[src/rtl/ram_seq_writer_pkg.sv]
// Shared types and sizes for the sequential RAM writer: state encoding,
// RAM write-port widths and the write-side bus payload.
package ram_seq_writer_pkg;

    localparam int unsigned ADDR_W        = 5;
    localparam int unsigned DATA_W        = 4;
    localparam int unsigned DEPTH_DEFAULT = 32;

    typedef enum logic [1:0] {
        ST_IDLE  = 2'd0,
        ST_WRITE = 2'd1,
        ST_FILL  = 2'd2,
        ST_DONE  = 2'd3
    } state_t;

    // One RAM write-port beat: enable, address and data travel together.
    typedef struct packed {
        logic              wren;
        logic [ADDR_W-1:0] addr;
        logic [DATA_W-1:0] data;
    } ram_wr_t;

endpackage

[src/rtl/key_debounce.sv]
// Push-button conditioner: 2-flop synchronizer followed by a stability
// counter that only accepts a new level after DEBOUNCE_CYCLES steady cycles.
module key_debounce #(
    parameter int unsigned DEBOUNCE_CYCLES = 1000000
) (
    input  logic CLOCK_50,
    input  logic KEY0,
    input  logic key_raw,
    output logic key_db
);

    localparam int unsigned CNT_W = (DEBOUNCE_CYCLES > 1) ? $clog2(DEBOUNCE_CYCLES) : 1;
    localparam logic [CNT_W-1:0] CNT_LAST = CNT_W'(DEBOUNCE_CYCLES - 1);

    logic [1:0]       sync_q;
    logic [CNT_W-1:0] cnt_q;

    // Synchronizer resets to the released (high) level.
    always_ff @(posedge CLOCK_50 or negedge KEY0) begin
        if (!KEY0) begin
            sync_q <= 2'b11;
        end else begin
            sync_q <= {sync_q[0], key_raw};
        end
    end

    // Count consecutive cycles the synchronized level differs from the
    // accepted one; any return to the accepted level restarts the count.
    always_ff @(posedge CLOCK_50 or negedge KEY0) begin
        if (!KEY0) begin
            cnt_q  <= '0;
            key_db <= 1'b1;
        end else if (sync_q[1] == key_db) begin
            cnt_q <= '0;
        end else if (cnt_q == CNT_LAST) begin
            cnt_q  <= '0;
            key_db <= sync_q[1];
        end else begin
            cnt_q <= cnt_q + CNT_W'(1);
        end
    end

endmodule

[src/rtl/ram_seq_writer.sv]
// Drives the write side of an external 2-port RAM: single writes from a
// debounced push-button at an auto-incrementing pointer, or a whole-RAM fill.
module ram_seq_writer
    import ram_seq_writer_pkg::*;
#(
    parameter int unsigned DEBOUNCE_CYCLES = 1000000,
    parameter int unsigned DEPTH           = DEPTH_DEFAULT
) (
    input  logic              CLOCK_50,
    input  logic              KEY0,
    input  logic              wr_key_n,
    input  logic              fill,
    input  logic [DATA_W-1:0] data,
    input  logic [DATA_W-1:0] fill_value,
    output logic [ADDR_W-1:0] wraddress,
    output logic [DATA_W-1:0] wrdata,
    output logic              wren,
    output logic [ADDR_W-1:0] ptr,
    output logic              busy,
    output logic              done
);

    localparam logic [ADDR_W-1:0] LAST_ADDR = ADDR_W'(DEPTH - 1);

    logic key_db;
    logic key_db_q;
    logic wr_req_c;

    state_t            state_q, state_d;
    ram_wr_t           wr_q, wr_d;
    logic [ADDR_W-1:0] ptr_q, ptr_d;
    logic [ADDR_W-1:0] fill_cnt_q, fill_cnt_d;
    logic [DATA_W-1:0] fill_val_q, fill_val_d;
    logic              busy_q, busy_d;
    logic              done_q, done_d;

    key_debounce #(
        .DEBOUNCE_CYCLES(DEBOUNCE_CYCLES)
    ) u_key_debounce (
        .CLOCK_50(CLOCK_50),
        .KEY0    (KEY0),
        .key_raw (wr_key_n),
        .key_db  (key_db)
    );

    // Press = falling edge of the debounced level; a held key yields one request.
    always_ff @(posedge CLOCK_50 or negedge KEY0) begin
        if (!KEY0) begin
            key_db_q <= 1'b1;
        end else begin
            key_db_q <= key_db;
        end
    end

    assign wr_req_c = key_db_q & ~key_db;

    always_ff @(posedge CLOCK_50 or negedge KEY0) begin
        if (!KEY0) begin
            state_q    <= ST_IDLE;
            wr_q       <= '0;
            ptr_q      <= '0;
            fill_cnt_q <= '0;
            fill_val_q <= '0;
            busy_q     <= 1'b0;
            done_q     <= 1'b0;
        end else begin
            state_q    <= state_d;
            wr_q       <= wr_d;
            ptr_q      <= ptr_d;
            fill_cnt_q <= fill_cnt_d;
            fill_val_q <= fill_val_d;
            busy_q     <= busy_d;
            done_q     <= done_d;
        end
    end

    // Next state and next registered outputs; outputs reflect the state they
    // are registered into, so wren/busy/done line up with WRITE/FILL/DONE.
    always_comb begin
        state_d    = state_q;
        wr_d       = wr_q;
        wr_d.wren  = 1'b0;
        ptr_d      = ptr_q;
        fill_cnt_d = fill_cnt_q;
        fill_val_d = fill_val_q;
        busy_d     = 1'b0;
        done_d     = 1'b0;

        case (state_q)
            ST_IDLE: begin
                // Fill wins over a coincident press; the press is dropped.
                if (fill) begin
                    state_d    = ST_FILL;
                    fill_cnt_d = '0;
                    fill_val_d = fill_value;
                    wr_d.wren  = 1'b1;
                    wr_d.addr  = '0;
                    wr_d.data  = fill_value;
                    busy_d     = 1'b1;
                end else if (wr_req_c) begin
                    state_d   = ST_WRITE;
                    wr_d.wren = 1'b1;
                    wr_d.addr = ptr_q;
                    wr_d.data = data;
                    ptr_d     = ptr_q + ADDR_W'(1);
                end
            end
            ST_WRITE: begin
                state_d = ST_IDLE;
            end
            ST_FILL: begin
                if (fill_cnt_q == LAST_ADDR) begin
                    state_d = ST_DONE;
                    done_d  = 1'b1;
                    ptr_d   = '0;
                end else begin
                    fill_cnt_d = fill_cnt_q + ADDR_W'(1);
                    wr_d.wren  = 1'b1;
                    wr_d.addr  = fill_cnt_q + ADDR_W'(1);
                    wr_d.data  = fill_val_q;
                    busy_d     = 1'b1;
                end
            end
            ST_DONE: begin
                state_d = ST_IDLE;
            end
            default: begin
                state_d = ST_IDLE;
            end
        endcase
    end

    assign wraddress = wr_q.addr;
    assign wrdata    = wr_q.data;
    assign wren      = wr_q.wren;
    assign ptr       = ptr_q;
    assign busy      = busy_q;
    assign done      = done_q;

endmodule

[config.mk]
export PLATFORM = sky130hd
export DESIGN_NAME = ram_seq_writer
export DESIGN_NICKNAME = d
export VERILOG_FILES = /design/src/rtl/ram_seq_writer_pkg.sv /design/src/rtl/key_debounce.sv /design/src/rtl/ram_seq_writer.sv
export SDC_FILE = /design/constraint.sdc
export NUM_CORES = 1
export LEC_CHECK = 0
export CORE_ASPECT_RATIO = 1.25
export CORE_MARGIN = 4
export CORE_UTILIZATION = 39
export DETAILED_ROUTE_END_ITERATION = 12
export PLACE_DENSITY_LB_ADDON = 0.25
export SLEW_MARGIN = 10
export SYNTH_ARGS = -nofsm -noshare
export SYNTH_HDL_FRONTEND = slang
export SYNTH_SLANG_ARGS = --single-unit
[constraint.sdc]
create_clock -name CLOCK_50 -period 1.9 [get_ports CLOCK_50]
set_clock_uncertainty 0.15 [all_clocks]
set_input_delay 0.285 -clock CLOCK_50 [delete_from_list [all_inputs] [get_ports CLOCK_50]]
set_output_delay 0.285 -clock CLOCK_50 [all_outputs]
set_load 0.03 [all_outputs]
==> qor.yml <==
floorplan:
  die_area_mm2: 0.007635
  die_x_um: 78.96
  core-area_mm2: 0.006126
  io_pins: 29
  fp.dieH_um: 96.70
  placementRows: 32
  start_util: 0.4007
sta:
  max_freq_ghz: 0.5205
  hold_viol: 0
  timing.hold.ws_ns: 0.2134
  timing.final.ws_setup_ns: -0.02127
  rsz0062_at_grt: "true"
  tightestPinTransition_ns: 0.3665
  slew_violations: 0
  relSlewSlack: 0.7552
  final.min_clock_period_ns: 1.921
  finalCritPeriodShare: 1.011
  setup-violations-final: 4
clock_tree:
  clockBufferDepth: 2
  clock_sinks: 52
  cts_buffers: 5
  h-tree-depth: 2
  cts_tree: "built"
  clk_latency_ns: 0.30
  cts_root_buf: "clkbuf_8"
  clkTransAtPathRegs_ns: 0.10
setup_path:
  cp.required_ns: 1.93
  cp-startpoint: "fill_cnt_q[1]"
  crit_buf_inv: 1
  r2r-end: "fill_cnt_q[4]"
  slowest_stage: "dfrtp_1"
  endpoint: "fill_cnt_q[4]"
  cp.depth: 7
  reg2reg_depth: 7
  start_kind: "flop"
  worstSetupEndpointType: "flop"
  crit_type: "flop to flop"
  crit_fanout: 5
  worst-r2r-setup-slack_ns: -0.02
  cp_cell_sequence: "ha_2 -> and3_4 -> ha_4 -> nand2b_1 -> a21o_1 -> inv_2 -> mux2_2"
  worstReg2RegStart: "fill_cnt_q[1]"
  critPathMaxStageDelay_ns: 0.40
  cpLargestDelayFamily: "flip-flops"
  cp.arrival_ns: 1.95
drt:
  routedWlPerCell_um: 14.25
  wl_um: 5499
  drc: 0
  num_vias: 1955
  drtAntennaViolNets: 0
  drt_pre_antenna_iters: 4
  avgViaCountPerCell: 5.065
  drt_iter0_markers: 82
global_routing:
  grt_pass1_vias: 2003
  grt-ovfl-total: 0
  grt_max_degree: 53
  grt_antenna_before_repair: 0
  grt_pass1_wl_um: 9480
  grt_usage: 0.1550
job:
  max_cap_violations: 0
place:
  place_inst: 375
  numPortBuffers: 28
  placement.cell_area_mm2: 0.002999
  gp_congestion: 0.7792
  dpl.hpwl_um: 4047
synthesis:
  synth_edf_count: 0
  syn_avg_cell_area_um2: 10.02
  synthCells: 245
  yosysSeqAreaShare: 0.5321
  syn_area_mm2: 0.002455
  synth_cell_types: 44
  async_flop_share: 1.000
  synth_ff_type: "dfrtp_1"
  synth-seq-cells: 52
  yosysWarnings: 0
  syn-num-nets: 262
min_path:
  hold_path.class: "flop to flop"
layout:
  fill_cells: 587
  antenna_cells: 0
  finalNonFillerCells: 386
  syn2layout_area_growth_pct: 28.90
  nNetsFinal: 317
  stdcell_area_mm2: 0.003164
  drive_above_1_share: 0.2027
power_and_ir_drop:
  power_leakage_uw: 0.001429
  power_density_mw_per_mm2: 1048
  peakVddDrop_mv: 0.7425
  power_uw: 3317
run_status:
  violations: "negative setup slack"
  status: "finished, violations left"
## sequential cells by signal, summed over array words and instances (netlist names)
signal,count
u_key_debounce.cnt_q,20
fill_cnt_q,5
ptr,5
wraddress,5
fill_val_q,4
wrdata,4
state_q,2
u_key_debounce.sync_q,2
busy,1
done,1
key_db_q,1
u_key_debounce.key_db,1
wren,1
## cells in the final DEF (no fill, tap or decap), types with 3 or more instances in the layout
cell type         n
a21o_1            4
a21oi_1          12
a222oi_1          3
a31oi_1           4
buf_4            25
clkbuf_8          5
clkdlybuf4s50_1  25
dfrtp_1          48
dfstp_2           4
ha_1              3
inv_1             8
nand2_1          31
nand2b_1          3
nand3_1           4
nand4_1          10
nor2_1           30
nor2_2            3
o21ai_0           9
or3_1             4
xor2_1           13
## area by class of cell
cell class / instances / area [um2] / area share
timing repair buffer: 56 / 501.7 / 0.1586
clock inverter: 1 / 5.005 / 0.001582
clock buffer: 7 / 76.32 / 0.02412
inverter: 10 / 42.54 / 0.01344
multi-input combinational: 175 / 1126 / 0.3559
sequential: 52 / 1306 / 0.4128
tap: 85 / 106.4 / 0.03361
## metrics by stage
step / setup TNS [ns] / worst slack [ns] / utilization
2_1_floorplan: 0 / 0.0007696 / -
3_3_place_gp: -0.2546 / -0.05665 / 0.4896
3_5_place_dp: -0.7655 / -0.1267 / 0.4896
4_1_cts: 0 / 0.006762 / 0.5098
5_1_grt: -0.6426 / -0.1207 / 0.5165
6_report: -0.04415 / -0.02127 / 0.5165
## timing repair
action,4_1_cts,5_1_grt
pin swaps,4,2
setup buffers,0,2
hold buffers,1,0
resized for setup,11,10
hold endpoints to repair,48,0
gates cloned,0,0
endpoints found under the setup margin,13,22
## cells by family (layout without fill, tap and decap cells)
| group | count (synthesis) | after routing | share of synthesized area |
|---|---|---|---|
| xor gates and xnor gates | 15 | 15 | 0.05352 |
| DFF | 52 | 52 | 0.5321 |
| buffers and inverters | 18 | 74 | 0.03466 |
| AOI/OAI and AO/OA | 45 | 45 | 0.1157 |
| and+or+nand+nor | 106 | 106 | 0.2212 |
| adders and majority gates | 5 | 5 | 0.02548 |
| muxes | 4 | 4 | 0.01733 |
## power by group
group / switching, uW / internal, uW / leakage [uW]
Combinational: 650 / 597 / 0.000720
Sequential: 144 / 1320 / 0.000667
Clock: 349 / 260 / 0.0000422
## how the worst min path moves through the flow
stage | to | cells past startpoint | slack (ns) | startpoint
CTS | u_key_debounce.sync_q[1] | 0 | 0.22 | u_key_debounce.sync_q[0]
finish | u_key_debounce.sync_q[1] | 0 | 0.21 | u_key_debounce.sync_q[0]
floorplan | busy | 0 | -0.16 | KEY0
global route | u_key_debounce.sync_q[1] | 0 | 0.22 | u_key_debounce.sync_q[0]
global placement | u_key_debounce.cnt_q[7] | 2 | 0.15 | KEY0
detailed placement | u_key_debounce.cnt_q[7] | 2 | 0.15 | KEY0
## layer usage
metal,vias up,global-route usage,part of all wire,wire length [um]
met5,-,0,0,0
met4,0,0.04762,0.011,62
met3,5,0.03538,0.024,132
met2,20,0.2698,0.54,2954
met1,968,0.1879,0.43,2350
li1,962,-,-,-
## cells in the mapped netlist, types with 5 or more instances
library cell   n  area share
a21oi_1       15       0.031
buf_2          5       0.010
dfrtp_1       48        0.49
ha_1           5       0.025
inv_1         10       0.015
nand2_1       31       0.047
nand4_1       10       0.025
nor2_1        33       0.050
o21ai_0       11       0.022
xor2_1        13       0.046
No activity file was read; power rests on OpenSTA's default activity.
